**src/rtl/mips_mem_defs.sv**
```systemverilog
// rtl/mips_mem_defs.sv - shared data-memory widths and store-entry layout
package mips_mem_defs;
  localparam int MM_ADDR_W = 8;
  localparam int MM_DATA_W = 32;
  localparam int DM_DEPTH  = 256;

  typedef struct packed {
    logic [MM_ADDR_W-1:0] addr;
    logic [MM_DATA_W-1:0] data;
  } sb_entry_t;
endpackage

```
**src/rtl/store_buffer_if.sv**
```systemverilog
// rtl/store_buffer_if.sv - single-ported data memory bus
interface store_buffer_if
  import mips_mem_defs::*;
#(
  parameter int ADDR_W = MM_ADDR_W,
  parameter int DATA_W = MM_DATA_W
);
  logic [ADDR_W-1:0] dm_addr;
  logic [DATA_W-1:0] dm_wdata;
  logic              dm_write;
  logic [DATA_W-1:0] dm_rdata;

  modport master (output dm_addr, output dm_wdata, output dm_write, input dm_rdata);
  modport slave  (input dm_addr, input dm_wdata, input dm_write, output dm_rdata);
endinterface

```
**src/rtl/store_buffer_fwd_match.sv**
```systemverilog
// rtl/store_buffer_fwd_match.sv - youngest-match search over buffered store addresses
module sb_fwd_match #(
  parameter int DEPTH  = 4,
  parameter int ADDR_W = 8,
  parameter int PTR_W  = $clog2(DEPTH),
  parameter int CNT_W  = $clog2(DEPTH + 1)
) (
  input  logic [ADDR_W-1:0] ent_addr [DEPTH],
  input  logic [PTR_W-1:0]  rd_ptr,
  input  logic [CNT_W-1:0]  count,
  input  logic [ADDR_W-1:0] key,
  output logic              hit,
  output logic [PTR_W-1:0]  idx
);
  // Walk from oldest to youngest; a later match overwrites, so the youngest wins.
  always_comb begin
    hit = 1'b0;
    idx = rd_ptr;
    for (int k = 0; k < DEPTH; k++) begin
      if ((CNT_W'(k) < count) && (ent_addr[rd_ptr + PTR_W'(k)] == key)) begin
        hit = 1'b1;
        idx = rd_ptr + PTR_W'(k);
      end
    end
  end
endmodule

```
**src/rtl/store_buffer.sv**
```systemverilog
// rtl/store_buffer.sv - store FIFO between MEM stage and data memory with load forwarding
module store_buffer
  import mips_mem_defs::*;
#(
  parameter int DEPTH  = 4,
  parameter int ADDR_W = MM_ADDR_W,
  parameter int DATA_W = MM_DATA_W
) (
  input  logic              clk,
  input  logic              rst_n,
  input  logic [31:0]       MEM_alu_out,
  input  logic [DATA_W-1:0] MEM_rd2,
  input  logic              MEM_read,
  input  logic              MEM_write,
  output logic [DATA_W-1:0] MEM_rdata,
  output logic              MEM_stall,
  output logic              sb_empty,
  store_buffer_if.master    dm
);
  localparam int PTR_W = $clog2(DEPTH);
  localparam int CNT_W = $clog2(DEPTH + 1);

  logic [ADDR_W-1:0] ent_addr_q [DEPTH];
  logic [ADDR_W-1:0] ent_addr_d [DEPTH];
  logic [DATA_W-1:0] ent_data_q [DEPTH];
  logic [DATA_W-1:0] ent_data_d [DEPTH];
  logic [PTR_W-1:0]  rd_ptr_q, rd_ptr_d;
  logic [PTR_W-1:0]  wr_ptr_q, wr_ptr_d;
  logic [CNT_W-1:0]  count_q, count_d;

  logic [ADDR_W-1:0] ld_addr;
  logic              full, drain, enq, hit;
  logic [PTR_W-1:0]  hit_idx;
  logic              unused_addr_hi;

  assign ld_addr        = MEM_alu_out[ADDR_W-1:0];
  assign unused_addr_hi = ^MEM_alu_out[31:ADDR_W];

  // Loads own the port; drain only in cycles without a load.
  assign full      = (count_q == CNT_W'(DEPTH));
  assign drain     = !MEM_read && (count_q != '0);
  assign enq       = MEM_write && !full;
  assign MEM_stall = MEM_write && full;
  assign sb_empty  = (count_q == '0);

  assign dm.dm_write = drain;
  assign dm.dm_addr  = drain ? ent_addr_q[rd_ptr_q] : ld_addr;
  assign dm.dm_wdata = ent_data_q[rd_ptr_q];

  sb_fwd_match #(
    .DEPTH  (DEPTH),
    .ADDR_W (ADDR_W),
    .PTR_W  (PTR_W),
    .CNT_W  (CNT_W)
  ) u_fwd (
    .ent_addr (ent_addr_q),
    .rd_ptr   (rd_ptr_q),
    .count    (count_q),
    .key      (ld_addr),
    .hit      (hit),
    .idx      (hit_idx)
  );

  assign MEM_rdata = hit ? ent_data_q[hit_idx] : dm.dm_rdata;

  always_comb begin
    ent_addr_d = ent_addr_q;
    ent_data_d = ent_data_q;
    rd_ptr_d   = rd_ptr_q;
    wr_ptr_d   = wr_ptr_q;
    count_d    = count_q + CNT_W'(enq) - CNT_W'(drain);
    if (enq) begin
      ent_addr_d[wr_ptr_q] = ld_addr;
      ent_data_d[wr_ptr_q] = MEM_rd2;
      wr_ptr_d             = wr_ptr_q + PTR_W'(1);
    end
    if (drain) begin
      rd_ptr_d = rd_ptr_q + PTR_W'(1);
    end
  end

  always_ff @(posedge clk or negedge rst_n) begin
    if (!rst_n) begin
      rd_ptr_q <= '0;
      wr_ptr_q <= '0;
      count_q  <= '0;
    end else begin
      rd_ptr_q <= rd_ptr_d;
      wr_ptr_q <= wr_ptr_d;
      count_q  <= count_d;
    end
  end

  // Entry payloads are qualified by count, so they need no reset.
  always_ff @(posedge clk) begin
    ent_addr_q <= ent_addr_d;
    ent_data_q <= ent_data_d;
  end
endmodule

```
**src/flat_wrapper.sv**
```systemverilog
// flat-port wrapper written by rule: the top's interface ports become plain ports
module store_buffer_flat import mips_mem_defs::*;
#(
  parameter int DEPTH  = 4,
  parameter int ADDR_W = MM_ADDR_W,
  parameter int DATA_W = MM_DATA_W
)
  (clk, rst_n, MEM_alu_out, MEM_rd2, MEM_read, MEM_write, MEM_rdata, MEM_stall, sb_empty, dm_dm_addr, dm_dm_wdata, dm_dm_write, dm_dm_rdata);
  store_buffer_if #(.ADDR_W(ADDR_W), .DATA_W(DATA_W)) dm_i ();
  input  logic clk;
  input  logic rst_n;
  input  logic [31:0] MEM_alu_out;
  input  logic [DATA_W-1:0] MEM_rd2;
  input  logic MEM_read;
  input  logic MEM_write;
  output logic [DATA_W-1:0] MEM_rdata;
  output logic MEM_stall;
  output logic sb_empty;
  output wire logic [$bits(dm_i.dm_addr)-1:0] dm_dm_addr;
  output wire logic [$bits(dm_i.dm_wdata)-1:0] dm_dm_wdata;
  output wire logic [$bits(dm_i.dm_write)-1:0] dm_dm_write;
  input wire logic [$bits(dm_i.dm_rdata)-1:0] dm_dm_rdata;
  assign dm_dm_addr = dm_i.dm_addr;
  assign dm_dm_wdata = dm_i.dm_wdata;
  assign dm_dm_write = dm_i.dm_write;
  assign dm_i.dm_rdata = dm_dm_rdata;
  store_buffer #(.DEPTH(DEPTH), .ADDR_W(ADDR_W), .DATA_W(DATA_W)) u_core (.clk(clk), .rst_n(rst_n), .MEM_alu_out(MEM_alu_out), .MEM_rd2(MEM_rd2), .MEM_read(MEM_read), .MEM_write(MEM_write), .MEM_rdata(MEM_rdata), .MEM_stall(MEM_stall), .sb_empty(sb_empty), .dm(dm_i));
endmodule
```
**config.mk**
```make
export PLATFORM = sky130hd
export DESIGN_NAME = store_buffer_flat
export DESIGN_NICKNAME = d
export VERILOG_FILES = /design/src/rtl/mips_mem_defs.sv /design/src/rtl/store_buffer_if.sv /design/src/rtl/store_buffer_fwd_match.sv /design/src/rtl/store_buffer.sv /design/src/flat_wrapper.sv
export SDC_FILE = /design/constraint.sdc
export NUM_CORES = 1
export LEC_CHECK = 0
export ABC_CLOCK_PERIOD_IN_PS = 3200
export BUFFER_PORTS_ARGS = -buffer_cell sky130_fd_sc_hd__clkbuf_2
export CAP_MARGIN = 40
export CORE_ASPECT_RATIO = 1.25
export CORE_MARGIN = 3
export CORE_UTILIZATION = 24
export CTS_CLUSTER_SIZE = 30
export DETAILED_ROUTE_END_ITERATION = 16
export PLACE_DENSITY = 0.53
export SYNTH_ARGS = -nofsm -noshare
export SYNTH_HDL_FRONTEND = slang
export SYNTH_SLANG_ARGS = --single-unit
```
**constraint.sdc**
```tcl
create_clock -name clk -period 3.2 [get_ports clk]
set_clock_uncertainty 0.15 [all_clocks]
set_input_delay 0.16 -clock clk [delete_from_list [all_inputs] [get_ports clk]]
set_output_delay 0.16 -clock clk [all_outputs]
set_load 0.005 [all_outputs]
```
# --- Word level (Yosys, flattened, before mapping) ---
# Cells that the tools add are included.
word_totals:
  ff_bits: 167
  output_inout_bits: 75
  word_cells: 84
classes:
  add_sub_neg: 6
  n_lt_le_gt_ge: 11
  eq_ne: 5
  mux: 33
  n_bitwise: 6
  reduce_logical: 12
ops:
  columns: ["cell", "n"]
  rows:
  - ["32-bit 2-to-1 mux", 6]
  - ["32-bit binary-select mux with 2-bit select", 2]
  - ["128-bit bitwise mux", 1]
  - ["8-bit 2-to-1 mux", 10]
  - ["8-bit binary-select mux with 2-bit select", 4]
  - ["32-bit demux with 2-bit select", 1]
  - ["32-bit bitwise mux", 1]
  - ["8-bit == test", 4]
  - ["3-bit >= comparator, second input constant", 6]
  - ["2-bit NOT with 3-bit output", 6]
  - ["8-bit demux with 2-bit select", 1]
  - ["1-bit logical AND", 8]
  - ["1-bit by 3-bit < comparator with 1-bit output, first input constant", 2]
  - ["2-bit by 3-bit < comparator with 1-bit output, first input constant", 2]
  - ["2-bit 2-to-1 mux", 3]
  - ["2-bit by 1-bit adder with 2-bit output, second input constant", 2]
  - ["2-bit adder, second input constant", 2]
  - ["1-bit 2-to-1 mux", 4]
  - ["3-bit by 1-bit adder with 3-bit output", 1]
  - ["3-bit == test, second input constant", 1]
  - ["3-bit zero test", 1]
  - ["3-bit by 1-bit < comparator with 1-bit output, second input constant", 1]
  - ["3-bit nonzero test", 1]
  - ["3-bit by 1-bit subtractor with 3-bit output", 1]
  - ["1-bit zero test", 2]

# --- Logic depth before layout (Yosys ltp) ---
# Gate-level depths: netlist (run 1).
depth:
  word_depth: 15
  mapped_depth: 13
  mapped_depth_nobuf: 9

# --- Modules after synthesis ---
# Synthesis (run 1) repeated with hierarchy kept, for this count alone.
unflattened:
  cells_unflattened: 472
  area_unflattened_um2: 8926.1
by_module_without_submodules:
  columns: ["mod", "n_inst", "cells_each", "area_per_inst_um2", "seq_area_each_um2"]
  rows:
  - ["store_buffer", 1, 328, 7628.6, 4979.8]
  - ["sb_fwd_match", 1, 144, 1297.5, 0.0]

# --- Least setup slack after synthesis (run 1) ---
# Ideal clock, no wire load.
synth_timing:
  path_kind: "register to output"
  start: "register u_core.rd_ptr_q[1]"
  end: "output MEM_rdata[10]"
  arrival_time_ps: 2910
  path_slack_ps: -20
  path_stages_with_launch: 13
  cell_sequence: "dfrtp_1 buf_6 buf_6 buf_6 mux4_2 xnor2_1 o211ai_1 or4_1 buf_2 a21o_1 nand3_2 mux2_2 a211o_1"
synth_between:
  elab_chain_cells: 15
synth_rtl:
  columns: ["item", "line_no", "source"]
  rows:
  - ["from (decl)", "store_buffer.sv:27", "logic [PTR_W-1:0] rd_ptr_q, rd_ptr_d;"]
  - ["from (signal assigned)", "store_buffer.sv:88", "rd_ptr_q <= rd_ptr_d;"]
  - ["2-bit by 1-bit adder with 2-bit output", "store_buffer_fwd_match.sv:20, store_buffer_fwd_match.sv:22", null]
  - ["2-bit NOT with 3-bit output (implied by the code)", "store_buffer_fwd_match.sv:20", "if ((CNT_W'(k) < count) && (ent_addr[rd_ptr + PTR_W'(k)] == key)) begin"]
  - ["8-bit binary-select mux with 2-bit select", "store_buffer_fwd_match.sv:20", null]
  - ["8-bit 2-to-1 mux (implied by the code) (2 in a row)", "store_buffer_fwd_match.sv:20", null]
  - ["8-bit == test", "store_buffer_fwd_match.sv:20", null]
  - ["1-bit logical AND", "store_buffer_fwd_match.sv:20", null]
  - ["2-bit 2-to-1 mux (3 in a row)", "store_buffer_fwd_match.sv:20", null]
  - ["2-bit NOT with 3-bit output (implied by the code)", "store_buffer.sv:64", "assign MEM_rdata = hit ? ent_data_q[hit_idx] : dm.dm_rdata;"]
  - ["32-bit binary-select mux with 2-bit select", "store_buffer.sv:64", null]
  - ["32-bit 2-to-1 mux (implied by the code) (2 in a row)", "store_buffer.sv:64", null]
  - ["32-bit 2-to-1 mux *", "store_buffer.sv:64", null]
  - ["to (decl)", "flat_wrapper.sv:16", "output logic [DATA_W-1:0] MEM_rdata;"]
# Every way passes the cells marked *; elsewhere a longest branch is shown, timed or not. The select of a mux whose other input is x is not followed.

# --- Worst setup path after layout (run 1) ---
layout_timing:
  start: "register u_core.rd_ptr_q[1]"
  end: "output MEM_rdata[27]"
# The elaborated chain is that of the path after synthesis.

==> flow_metrics.env, run 1 <==
export IMPL_synth_top_area_share_pct=48.94
export IMPL_cp_end_kind="primary output"
export IMPL_register_area_um2=4987
export IMPL_hold_path_class="in2reg"
export IMPL_tritoncts="yes"
export IMPL_synth_area_leader_cell="edfxtp_1"
export IMPL_ioPinCount=175
export IMPL_synth_cells=847
export IMPL_postLayoutSetupSlackWorst_ps=-915.2
export IMPL_syn_area_per_cell_um2=11.59
export IMPL_slew_viol_final=0
export IMPL_ys_dominant_reg_cell="edfxtp_1"
export IMPL_coreArea_um2=40220
export IMPL_grt_setup_unrepaired="yes"
export IMPL_path_buf_inv=6
export IMPL_htreeDepth=4
export IMPL_hold_ws_ps=59.86
export IMPL_synth_simple_gate_area_share_pct=8.143
export IMPL_postSynth_asyncResetShare_pct=4.192
export IMPL_grt_pass1_vias=8476
export IMPL_multi_input_area_um2=4782
export IMPL_relSlewSlack_pct=52.95
export IMPL_path_delay_family="buffers and inverters"
export IMPL_grt_pass1_wl_um=47730
export IMPL_yosys_warnings=0
export IMPL_initial_core_util_pct=24.41
export IMPL_synthToLayoutAreaGrowth_pct=38.77
export IMPL_vias=8209
export IMPL_first_iter_violations=563
export IMPL_tightest_slew_ps=705.7
export IMPL_fmax_mhz=243.0
export IMPL_ys_types=55
export IMPL_synthMuxAreaShare_pct=17.17
export IMPL_track_usage_pct=14.34
export IMPL_globalRouteOverflowTotal=0
export IMPL_numPortBuffers=150
export IMPL_wirelength_um=31720
export IMPL_vias_per_cell=4.852
export IMPL_clockRootBuffer="clkbuf_16"
export IMPL_cts_path_max_buffers=2
export IMPL_synth_area_top_cells="edfxtp_1, mux2i_1, mux2_2"
export IMPL_syn_nets=956
export IMPL_grt_max_degree=76
export IMPL_critical_path_slowest_cell="dfrtp_4"
export IMPL_hold_viol_final=0
export IMPL_dieHeight_um=232.1
export IMPL_worstPathCellList="buf_6, buf_12, mux2i_2, xnor2_2, nor4_2, mux2i_2, buf_4, nor3_4, nand2_2, a211oi_4, buf_4, buf_12, a222oi_1, a21oi_1, buf_2"
export IMPL_ant_nets=0
export IMPL_clk_pin_slew_ps=60
export IMPL_chipWidth_um=186.9
export IMPL_setup_viol=32
export IMPL_synth_enable_flop_cells=160
export IMPL_synth_top_family_by_area="multiplexers"
export IMPL_placementRows=82
export IMPL_synthXorXnorAreaFrac_pct=3.568
export IMPL_seq_area_frac_synth_pct=50.72
export IMPL_wl_per_cell_um=18.75
export IMPL_slowest_delay_ps=510
export IMPL_clock_latency_ps=440
export IMPL_violations="setup timing"
export IMPL_yosys_area_share_adder_pct=1.223
export IMPL_syn_cell_area_um2=9818
export IMPL_critPathKind="reg2out"
export IMPL_dp_hpwl_um=21810
export IMPL_cts_buffers=17
export IMPL_stdcell_area_um2=13620
export IMPL_synth_compound_area_share_pct=15.48
export IMPL_synth_seq_cells=167
export IMPL_finalCritPeriodShare_pct=128.6
export IMPL_p_per_area_nw_per_um2=870.7
export IMPL_route_detailed_drc=0
export IMPL_crit_arrival_ps=3810
export IMPL_antenna_found_initial=2
export IMPL_worst_setup_path_start_kind="flop"
export IMPL_nFillCells=4057
export IMPL_fin_crit_ps=4115
export IMPL_die_area_um2=43390
export IMPL_p_leak_nw=5.244
export IMPL_vdd_ir_drop_max_mv=0.4432
export IMPL_drv_cap=0
export IMPL_nets=1241
export IMPL_drive_above_1_share_pct=39.04
export IMPL_gp_congestion=0.8028
export IMPL_crit_required_ps=2890
export IMPL_placed_area_um2=12080
export IMPL_crit_fanout=13
export IMPL_dr_pass1_iters=7
export IMPL_status="finished with violations"
export IMPL_clock_sinks=167
export IMPL_power_mw=11.86
report_power, final:
part / switching (mW) / internal [mW]
Combinational: 3.53 / 3.10
Clock: 0.895 / 1.15
Sequential: 0.265 / 2.92
Total: 4.69 / 7.17
placed cells by master (no fill, tap or decap), types with 10 or more instances in the layout:
cell type      instances
edfxtp_1             160
clkbuf_2             133
buf_4                107
nor2_1                89
a21oi_1               87
mux2i_1               71
o21ai_0               56
mux2_2                39
dlygate4sd3_1         39
nand2_1               37
a222oi_1              28
a221oi_1              24
xnor2_1               21
clkbuf_16             19
buf_6                 19
mux4_2                18
buf_2                 17
inv_1                 14
buf_12                13
xor2_1                10
flip-flops by register name, summed over array words and instances, names as in the netlist:
signal and cells:
u_core.wr_ptr_q 2, u_core.ent_data_q 128, u_core.rd_ptr_q 2, u_core.count_q 3
u_core.ent_addr_q 32
worst paths after layout:
kind / slack, ps / endpoint / startpoint / cells past startpoint
max: -920 / MEM_rdata[27] / u_core.rd_ptr_q[1] / 15
min: 60 / u_core.rd_ptr_q[0] / MEM_read / 4
max reg2reg: 790 / u_core.count_q[2] / u_core.count_q[2] / 10
min reg2reg: 480 / u_core.wr_ptr_q[0] / u_core.wr_ptr_q[0] / 2
max in group asynchronous: 2010 / u_core.rd_ptr_q[1] / rst_n / 3
min in group asynchronous: 560 / u_core.count_q[0] / rst_n / 3
cell type report:
cell class	instances	area share, %
antenna	1	0.01837
timing repair buffer	335	18.62
tap	546	5.014
sequential	167	36.61
clock inverter	14	1.111
multi-input combinational	597	35.10
inverter	14	0.3857
clock buffer	18	3.150
Yosys cell counts (3+ instances only):
master	instances
and2_1	4
nor2_1	91
inv_1	14
a222oi_1	28
o21ai_0	58
nand4_1	8
dfrtp_1	7
a211o_1	3
a21oi_1	91
xor2_1	11
mux2_2	43
nand3_1	6
nor4_1	4
ha_1	8
buf_2	11
buf_1	12
xnor2_1	29
clkbuf_1	41
o211ai_1	3
edfxtp_1	160
nand2_1	38
mux2i_1	78
a221oi_1	27
mux4_2	18
buf_6	5
nor3_1	9
and3_1	3
o31ai_1	4
metal layers:
layer / GRT usage (%) / wire, um
met4: 6.878 / 1202
met5: 0 / 13
met1: 16.25 / 12630
met3: 2.854 / 1559
met2: 25.84 / 16310
kinds of logic after synthesis:
group	after synthesis
simple gates	176
flops	167
compound gates	232
fa+ha+maj	9
mux	140
buf+inv	83
xor+xnor	40
stage by stage:
stage	worst slack, ps	utilization [%]	TNS [ps]	std cells
after CTS	-876.9	33.17	-26650	1685
after global routing	-1084	33.88	-31860	1692
after detailed placement	-641.1	30.02	-18540	1601
after global placement	-614.9	30.02	-17390	1601
final	-915.2	33.88	-26640	1692
after floorplan	-16.91	-	-310.1	847
worst min-delay path, delay by kind of cell:
kind | cells | cell delay (ps)
buf+inv | 2 | 270
simple gates | 1 | 30
xor+xnor | 1 | 140
what timing repair did:
item,in CTS,in global routing
setup buffers,14,5
gates cloned,1,2
pin swaps,20,22
endpoints found under the setup margin,32,32
gates resized for setup,48,56
hold buffers,39,0
endpoints found under the hold margin,155,0
(Power assumes the default switching activity.)
==> inputs of run 2 (changes only) <==
--- a/config.mk
+++ b/config.mk
@@ -5,6 +5,7 @@
 export SDC_FILE = /design/constraint.sdc
 export NUM_CORES = 1
 export LEC_CHECK = 0
+export ABC_AREA = 1
 export ABC_CLOCK_PERIOD_IN_PS = 3200
 export BUFFER_PORTS_ARGS = -buffer_cell sky130_fd_sc_hd__clkbuf_2
 export CAP_MARGIN = 40
==> run 2 against run 1 <==
  * The run still ends with setup timing left
  * Sequential power fell by 2%
  * Non-clock buffer count shrank 55
  * Clock-buffer cell count increased by 2
  * Hold slack worse by 41 ps
  * Register-to-register slack barely moved
  * Via count increased by 4.9%
  * Power grew 8.1%
  * Fmax grew 19%
  * Cell count up 7.1%
  * Global-route usage rose by 1.1 points
  * Critical path depth up 4
  * Critical endpoint is now MEM_rdata[2]
  * Largest cell class unchanged
  * Highest routed layer is now met4
==> flow_metrics.env, run 2 <==
export IMPL_status="finished with violations"
export IMPL_violations="setup timing"
export IMPL_first_iter_violations=615
export IMPL_postSynth_asyncResetShare_pct=4.192
export IMPL_critical_path_slowest_cell="dfrtp_2"
export IMPL_mostFrequentLayoutCell="nand2_1"
export IMPL_cp_end_kind="primary output"
export IMPL_critPathKind="reg2out"
export IMPL_p_leak_nw=5.944
export IMPL_synth_top_area_share_pct=51.78
export IMPL_gp_congestion=0.8385
export IMPL_crit_required_ps=2890
export IMPL_hold_path_class="in2reg"
export IMPL_stdcell_area_um2=13500
export IMPL_numPortBuffers=150
export IMPL_clock_sinks=167
export IMPL_synth_area_leader_cell="edfxtp_1"
export IMPL_top_layer="met4"
export IMPL_placementRows=79
export IMPL_coreArea_um2=37660
export IMPL_synthToLayoutAreaGrowth_pct=45.44
export IMPL_synth_seq_cells=167
export IMPL_placed_area_um2=10910
export IMPL_relSlewSlack_pct=59.46
export IMPL_wl_met1_um=13080
export IMPL_route_detailed_drc=0
export IMPL_vias=8608
export IMPL_dr_wl_met2_um=17050
export IMPL_crit_arrival_ps=3160
export IMPL_syn_area_per_cell_um2=8.648
export IMPL_slew_viol_final=0
export IMPL_dieHeight_um=225.8
export IMPL_dr_pass1_iters=5
export IMPL_fmax_mhz=288.3
export IMPL_antenna_found_initial=0
export IMPL_finalCritPeriodShare_pct=108.4
export IMPL_synth_common_cells="nand2_1, nand3_1, edfxtp_1"
export IMPL_clockRootBuffer="clkbuf_16"
export IMPL_synth_cells=1073
export IMPL_synthXorXnorAreaFrac_pct=0.9439
export IMPL_postLayoutSetupSlackWorst_ps=-268.7
export IMPL_hold_viol_final=0
export IMPL_vdd_ir_drop_max_mv=0.4628
export IMPL_vias_per_cell=4.751
export IMPL_wl_met3_um=1744
export IMPL_wirelength_um=32620
export IMPL_synthMuxAreaShare_pct=0
export IMPL_syn_cell_area_um2=9279
export IMPL_drv_cap=0
export IMPL_synth_area_top_cells="edfxtp_1, nand2_1, nand3_1"
export IMPL_max_flop_register="u_core.ent_data_q"
export IMPL_grt_pass1_wl_um=48470
export IMPL_yosys_warnings=0
export IMPL_ant_nets=0
export IMPL_initial_core_util_pct=24.64
export IMPL_clock_latency_ps=440
export IMPL_ioPinCount=175
export IMPL_synth_most_common_cell="nand2_1"
export IMPL_grt_pass1_vias=8682
export IMPL_nFillCells=3728
export IMPL_top_regs="u_core.ent_data_q x128, u_core.ent_addr_q x32, u_core.count_q x3"
export IMPL_grt_setup_unrepaired="yes"
export IMPL_htreeDepth=4
export IMPL_syn_nets=1182
export IMPL_dp_hpwl_um=19660
export IMPL_synth_enable_flop_cells=160
export IMPL_tritoncts="yes"
export IMPL_synth_simple_gate_area_share_pct=28.18
export IMPL_setup_viol=32
export IMPL_worstPathCellList="buf_12, nand2_8, nand2_4, buf_8, buf_8, nand2_4, nand2_2, nand2_2, nand4_1, nor2_4, nand3_4, nand3_4, buf_12, clkbuf_16, nand3_1, nand3_2, nand3_2, nand2_1, clkbuf_2"
export IMPL_drive_above_1_share_pct=33.03
export IMPL_largest_reg_flops=128
export IMPL_crit_fanout=14
export IMPL_worst_setup_path_start_kind="flop"
export IMPL_dp_cells=1696
export IMPL_p_per_area_nw_per_um2=950.2
export IMPL_place_ws_ps=90.34
export IMPL_wl_per_cell_um=18.00
export IMPL_num_antenna_cells=0
export IMPL_hold_ws_ps=19.13
export IMPL_nets=1422
export IMPL_slowest_delay_ps=510
export IMPL_yosys_area_share_adder_pct=1.294
export IMPL_final_cell_mix="nand2_1, edfxtp_1, clkbuf_2, nand3_1, inv_1"
export IMPL_cts_path_max_buffers=2
export IMPL_die_area_um2=41070
export IMPL_tightest_slew_ps=605.9
export IMPL_synth_top_family_by_area="simple AND/OR/NAND/NOR gates"
export IMPL_clk_pin_slew_ps=70
export IMPL_ys_dominant_reg_cell="edfxtp_1"
export IMPL_final_util_pct=35.84
export IMPL_globalRouteOverflowTotal=0
export IMPL_final_cells=1812
export IMPL_chipWidth_um=181.9
export IMPL_cts_buffers=17
export IMPL_seq_area_frac_synth_pct=53.67
export IMPL_fin_crit_ps=3469
export IMPL_track_usage_pct=15.43
export IMPL_synth_compound_area_share_pct=7.430
export IMPL_ys_types=34
export IMPL_grt_max_degree=33
-- run 2: layout make-up --
class / instances / area, um2 / share of cell area, %
multi-input cells: 733 / 4289 / 31.78
clock inverters: 12 / 152.6 / 1.131
flip-flops and latches: 167 / 4982 / 36.92
repair buffers: 280 / 2584 / 19.15
inverters: 114 / 442.9 / 3.282
well taps: 486 / 608.1 / 4.506
clock buffers: 20 / 436.7 / 3.236
-- run 2: metrics by stage --
| stage | total power [mW] | setup TNS (ps) |
|---|---|---|
| 2_1_floorplan | 6.522 | 0 |
| 3_3_place_gp | 8.621 | 0 |
| 3_5_place_dp | 8.680 | 0 |
| 4_1_cts | 12.29 | -6143 |
| 5_1_grt | 13.65 | -11790 |
| 6_report | 12.82 | -7521 |
-- run 2: cells by family after synthesis --
logic type | after synthesis
buffers and inverters | 175
XOR/XNOR | 10
flip-flops | 167
adder cells (fa/ha/maj) | 9
AO/OA/AOI/OAI | 95
AND/OR/NAND/NOR | 617
-- run 2: final timing paths --
| check | start | end | slack (ps) | cells after the start |
|---|---|---|---|---|
| worst min-delay path | MEM_alu_out[5] | u_core.ent_addr_q[5] | 20 | 1 |
| worst max register to register | u_core.count_q[2] | u_core.count_q[2] | 790 | 8 |
| worst max-delay path | u_core.rd_ptr_q[0] | MEM_rdata[2] | -270 | 19 |
| min in group asynchronous | rst_n | u_core.rd_ptr_q[1] | 580 | 3 |
| max in group asynchronous | rst_n | u_core.rd_ptr_q[0] | 2020 | 3 |
| worst min register to register | u_core.wr_ptr_q[0] | u_core.wr_ptr_q[0] | 500 | 2 |
-- run 2: critical path, delay by kind of cell (launching register included) --
kind	cells	cell delay, ps
AND/OR/NAND/NOR	13	1270
flip-flops	1	510
buffers and inverters	6	930
-- run 2: where the power goes --
part / total [mW] / switching (mW) / internal [mW]
logic: 7.62 / 4.42 / 3.20
clock network: 2.09 / 0.866 / 1.22
registers: 3.11 / 0.214 / 2.90
-- run 2: per-layer routing --
| metal | vias to the layer above | track usage [%] |
|---|---|---|
| li1 | 4143 | - |
| met1 | 4124 | 17.88 |
| met2 | 282 | 28.21 |
| met3 | 59 | 3.013 |
| met4 | 0 | 5.531 |
| met5 | - | 0 |
-- run 2: repair_timing --
action,in CTS,in global routing
pin swaps,39,26
setup endpoints to repair,32,32
cloned,13,5
resized for setup,141,97
hold endpoints to repair,165,0
hold buffers,42,0
setup buffers,20,4
==> inputs of run 3 (changes only) <==
--- a/config.mk
+++ b/config.mk
@@ -9,8 +9,6 @@
 export ABC_CLOCK_PERIOD_IN_PS = 3200
 export BUFFER_PORTS_ARGS = -buffer_cell sky130_fd_sc_hd__clkbuf_2
 export CAP_MARGIN = 40
-export CORE_ASPECT_RATIO = 1.25
-export CORE_MARGIN = 3
 export CORE_UTILIZATION = 24
 export CTS_CLUSTER_SIZE = 30
 export DETAILED_ROUTE_END_ITERATION = 16
==> run 3 against run 2 <==
  * The run still ends with setup timing left
  * Via count decreased by 0.79%
  * Sequential power about the same
  * Non-clock buffer count rose by 2
  * Hold slack improved by 9.5 ps
  * Critical path type unchanged
  * Critical endpoint is now MEM_rdata[7]
==> flow_metrics.env, run 3 (synthesis gave the netlist of run 2 again) <==
export IMPL_grt_max_degree=35
export IMPL_clockRootBuffer="clkbuf_16"
export IMPL_route_detailed_drc=0
export IMPL_worst_setup_path_start_kind="flop"
export IMPL_grt_setup_unrepaired="yes"
export IMPL_numPortBuffers=150
export IMPL_drive_above_1_share_pct=32.20
export IMPL_path_delay_family="simple AND/OR/NAND/NOR gates"
export IMPL_grt_pass1_wl_um=45270
export IMPL_globalRouteOverflowTotal=0
export IMPL_critPathKind="reg2out"
export IMPL_ant_nets=0
export IMPL_tightest_slew_ps=622.9
export IMPL_slowest_delay_ps=460
export IMPL_htreeDepth=4
export IMPL_drv_cap=0
export IMPL_final_cells=1840
export IMPL_gp_congestion=0.8305
export IMPL_violations="setup timing"
export IMPL_die_area_um2=39450
export IMPL_num_antenna_cells=0
export IMPL_wl_per_cell_um=16.78
export IMPL_antenna_found_initial=0
export IMPL_placementRows=71
export IMPL_hold_ws_ps=28.66
export IMPL_p_leak_nw=5.893
export IMPL_finalCritPeriodShare_pct=106.6
export IMPL_tritoncts="yes"
export IMPL_p_per_area_nw_per_um2=940.4
export IMPL_chipWidth_um=198.6
export IMPL_dp_cells=1736
export IMPL_initial_core_util_pct=24.52
export IMPL_wirelength_um=30880
export IMPL_fmax_mhz=293.3
export IMPL_max_flop_register="u_core.ent_data_q"
export IMPL_hold_viol_final=0
export IMPL_coreArea_um2=37840
export IMPL_reg2reg_slack_ps=1000
export IMPL_relSlewSlack_pct=58.43
export IMPL_path_buf_inv=5
export IMPL_reg2regPathDepth=5
export IMPL_hold_path_endpoint="u_core.ent_addr_q[5]"
export IMPL_final_util_pct=35.12
export IMPL_slew_viol_final=0
export IMPL_whs_path_depth=1
export IMPL_cts_path_max_buffers=2
export IMPL_setup_tns_ps=-4546
export IMPL_worst_path_stages=23
export IMPL_vdd_ir_drop_max_mv=0.4623
export IMPL_cts_buffers=17
export IMPL_final_cell_mix="nand2_1, edfxtp_1, clkbuf_2, nand3_1, inv_1"
export IMPL_clock_sinks=167
export IMPL_dp_hpwl_um=18930
export IMPL_first_iter_violations=600
export IMPL_ioPinCount=175
export IMPL_cp_end_kind="primary output"
export IMPL_dr_pass1_iters=5
export IMPL_r2r_end="u_core.ent_data_q[24]"
export IMPL_postLayoutSetupSlackWorst_ps=-209.6
export IMPL_status="finished with violations"
export IMPL_synthToLayoutAreaGrowth_pct=43.22
export IMPL_min_delay_start="MEM_alu_out[5]"
export IMPL_critical_path_slowest_cell="dfrtp_2"
export IMPL_nFillCells=3951
export IMPL_vias=8540
export IMPL_crit_arrival_ps=3100
export IMPL_crit_fanout=8
export IMPL_largest_reg_flops=128
export IMPL_clock_latency_ps=420
export IMPL_crit_required_ps=2890
export IMPL_vias_per_cell=4.641
export IMPL_top_regs="u_core.ent_data_q x128, u_core.ent_addr_q x32, u_core.count_q x3"
export IMPL_nets=1425
export IMPL_clk_pin_slew_ps=70
export IMPL_rr_startpoint="u_core.count_q[1]"
export IMPL_setup_viol=32
export IMPL_track_usage_pct=15.37
export IMPL_worstPathCellList="buf_6, buf_6, nand2_8, nand2_8, nand2_4, nand2_1, nand2_1, nand2_1, nor2_2, nand3_2, nor2_4, nand2_2, nand2_2, nand2_4, nand2_8, buf_12, buf_12, nand2_2, nand2_1, nand2_1, nand3_2, nand2_2, buf_6"
export IMPL_mostFrequentLayoutCell="nand2_1"
export IMPL_fin_crit_ps=3410
export IMPL_crit_top_cell="nand2_1"
export IMPL_dieHeight_um=198.6
export IMPL_grt_pass1_vias=7990
export IMPL_hold_path_class="in2reg"
-- run 3: cell types whose count changed in the layout (fill, tap and decap cells not counted), sizes merged --
cell / change
buf: +9
clkbuf: -8
clkinv: +6
clkinvlp: -5
inv: +5
bufinv: -3
bufbuf: -1
dlygate4sd3: -1
nand2: +1
-- run 3: layout make-up --
cell class,instances,area [um2],share of cell area [%]
clock buffers,17,425.4,3.201
clock inverters,15,193.9,1.459
inverters,114,445.4,3.352
multi-input cells,734,4218,31.74
flip-flops and latches,167,4981,37.48
well taps,511,639.4,4.811
repair buffers,282,2386,17.96
-- run 3: worst max-delay path by stage --
| stage | start | endpoint | slack [ps] |
|---|---|---|---|
| finish | u_core.rd_ptr_q[0] | MEM_rdata[7] | -210 |
| global placement | u_core.rd_ptr_q[0] | MEM_rdata[11] | 40 |
| floorplan | u_core.count_q[1] | u_core.ent_addr_q[0] | 230 |
| global route | u_core.rd_ptr_q[0] | MEM_rdata[26] | -360 |
| CTS | u_core.rd_ptr_q[0] | MEM_rdata[28] | -220 |
| detailed placement | u_core.rd_ptr_q[0] | MEM_rdata[28] | -9 |
-- run 3: metal layers --
layer  wire length [um]  vias to the layer above  track usage, %  part of all wire [%]
li1                   -                     4144               -                     -
met1              13960                     4135           20.43                    45
met2              15150                      224           25.60                    49
met3               1393                       37           2.628                   4.5
met4                372                        0           4.245                   1.2
met5                  0                        -               0                     0
-- run 3: power by group --
part,internal (mW),switching [mW],total (mW)
Combinational,3.00,4.29,7.29
Sequential,2.89,0.192,3.09
Clock,1.07,1.05,2.12
Total,6.96,5.53,12.5
-- run 3: per-stage QoR --
stage	cell area [um2]	power (mW)	worst slack (ps)
6_report	13290	12.50	-209.6
4_1_cts	12720	11.86	-220.9
3_3_place_gp	11000	8.695	40.01
3_5_place_dp	11000	8.751	-9.171
5_1_grt	13290	13.31	-363.5
2_1_floorplan	9279	6.522	225.7
-- run 3: worst register-to-register path, cell delays in order, from the launching register on --
cell	delay, ps
dfrtp_1	440
inv_1	90
nand3_1	120
nand2_1	300
nor2_4	440
buf_12	330
-- run 3: what timing repair did --
item / CTS / global route
gates cloned: 10 / 3
resized for setup: 89 / 131
setup endpoints to repair: 32 / 32
endpoints found under the hold margin: 163 / 0
pin swaps: 37 / 69
hold buffers: 41 / 0
setup buffers: 12 / 8
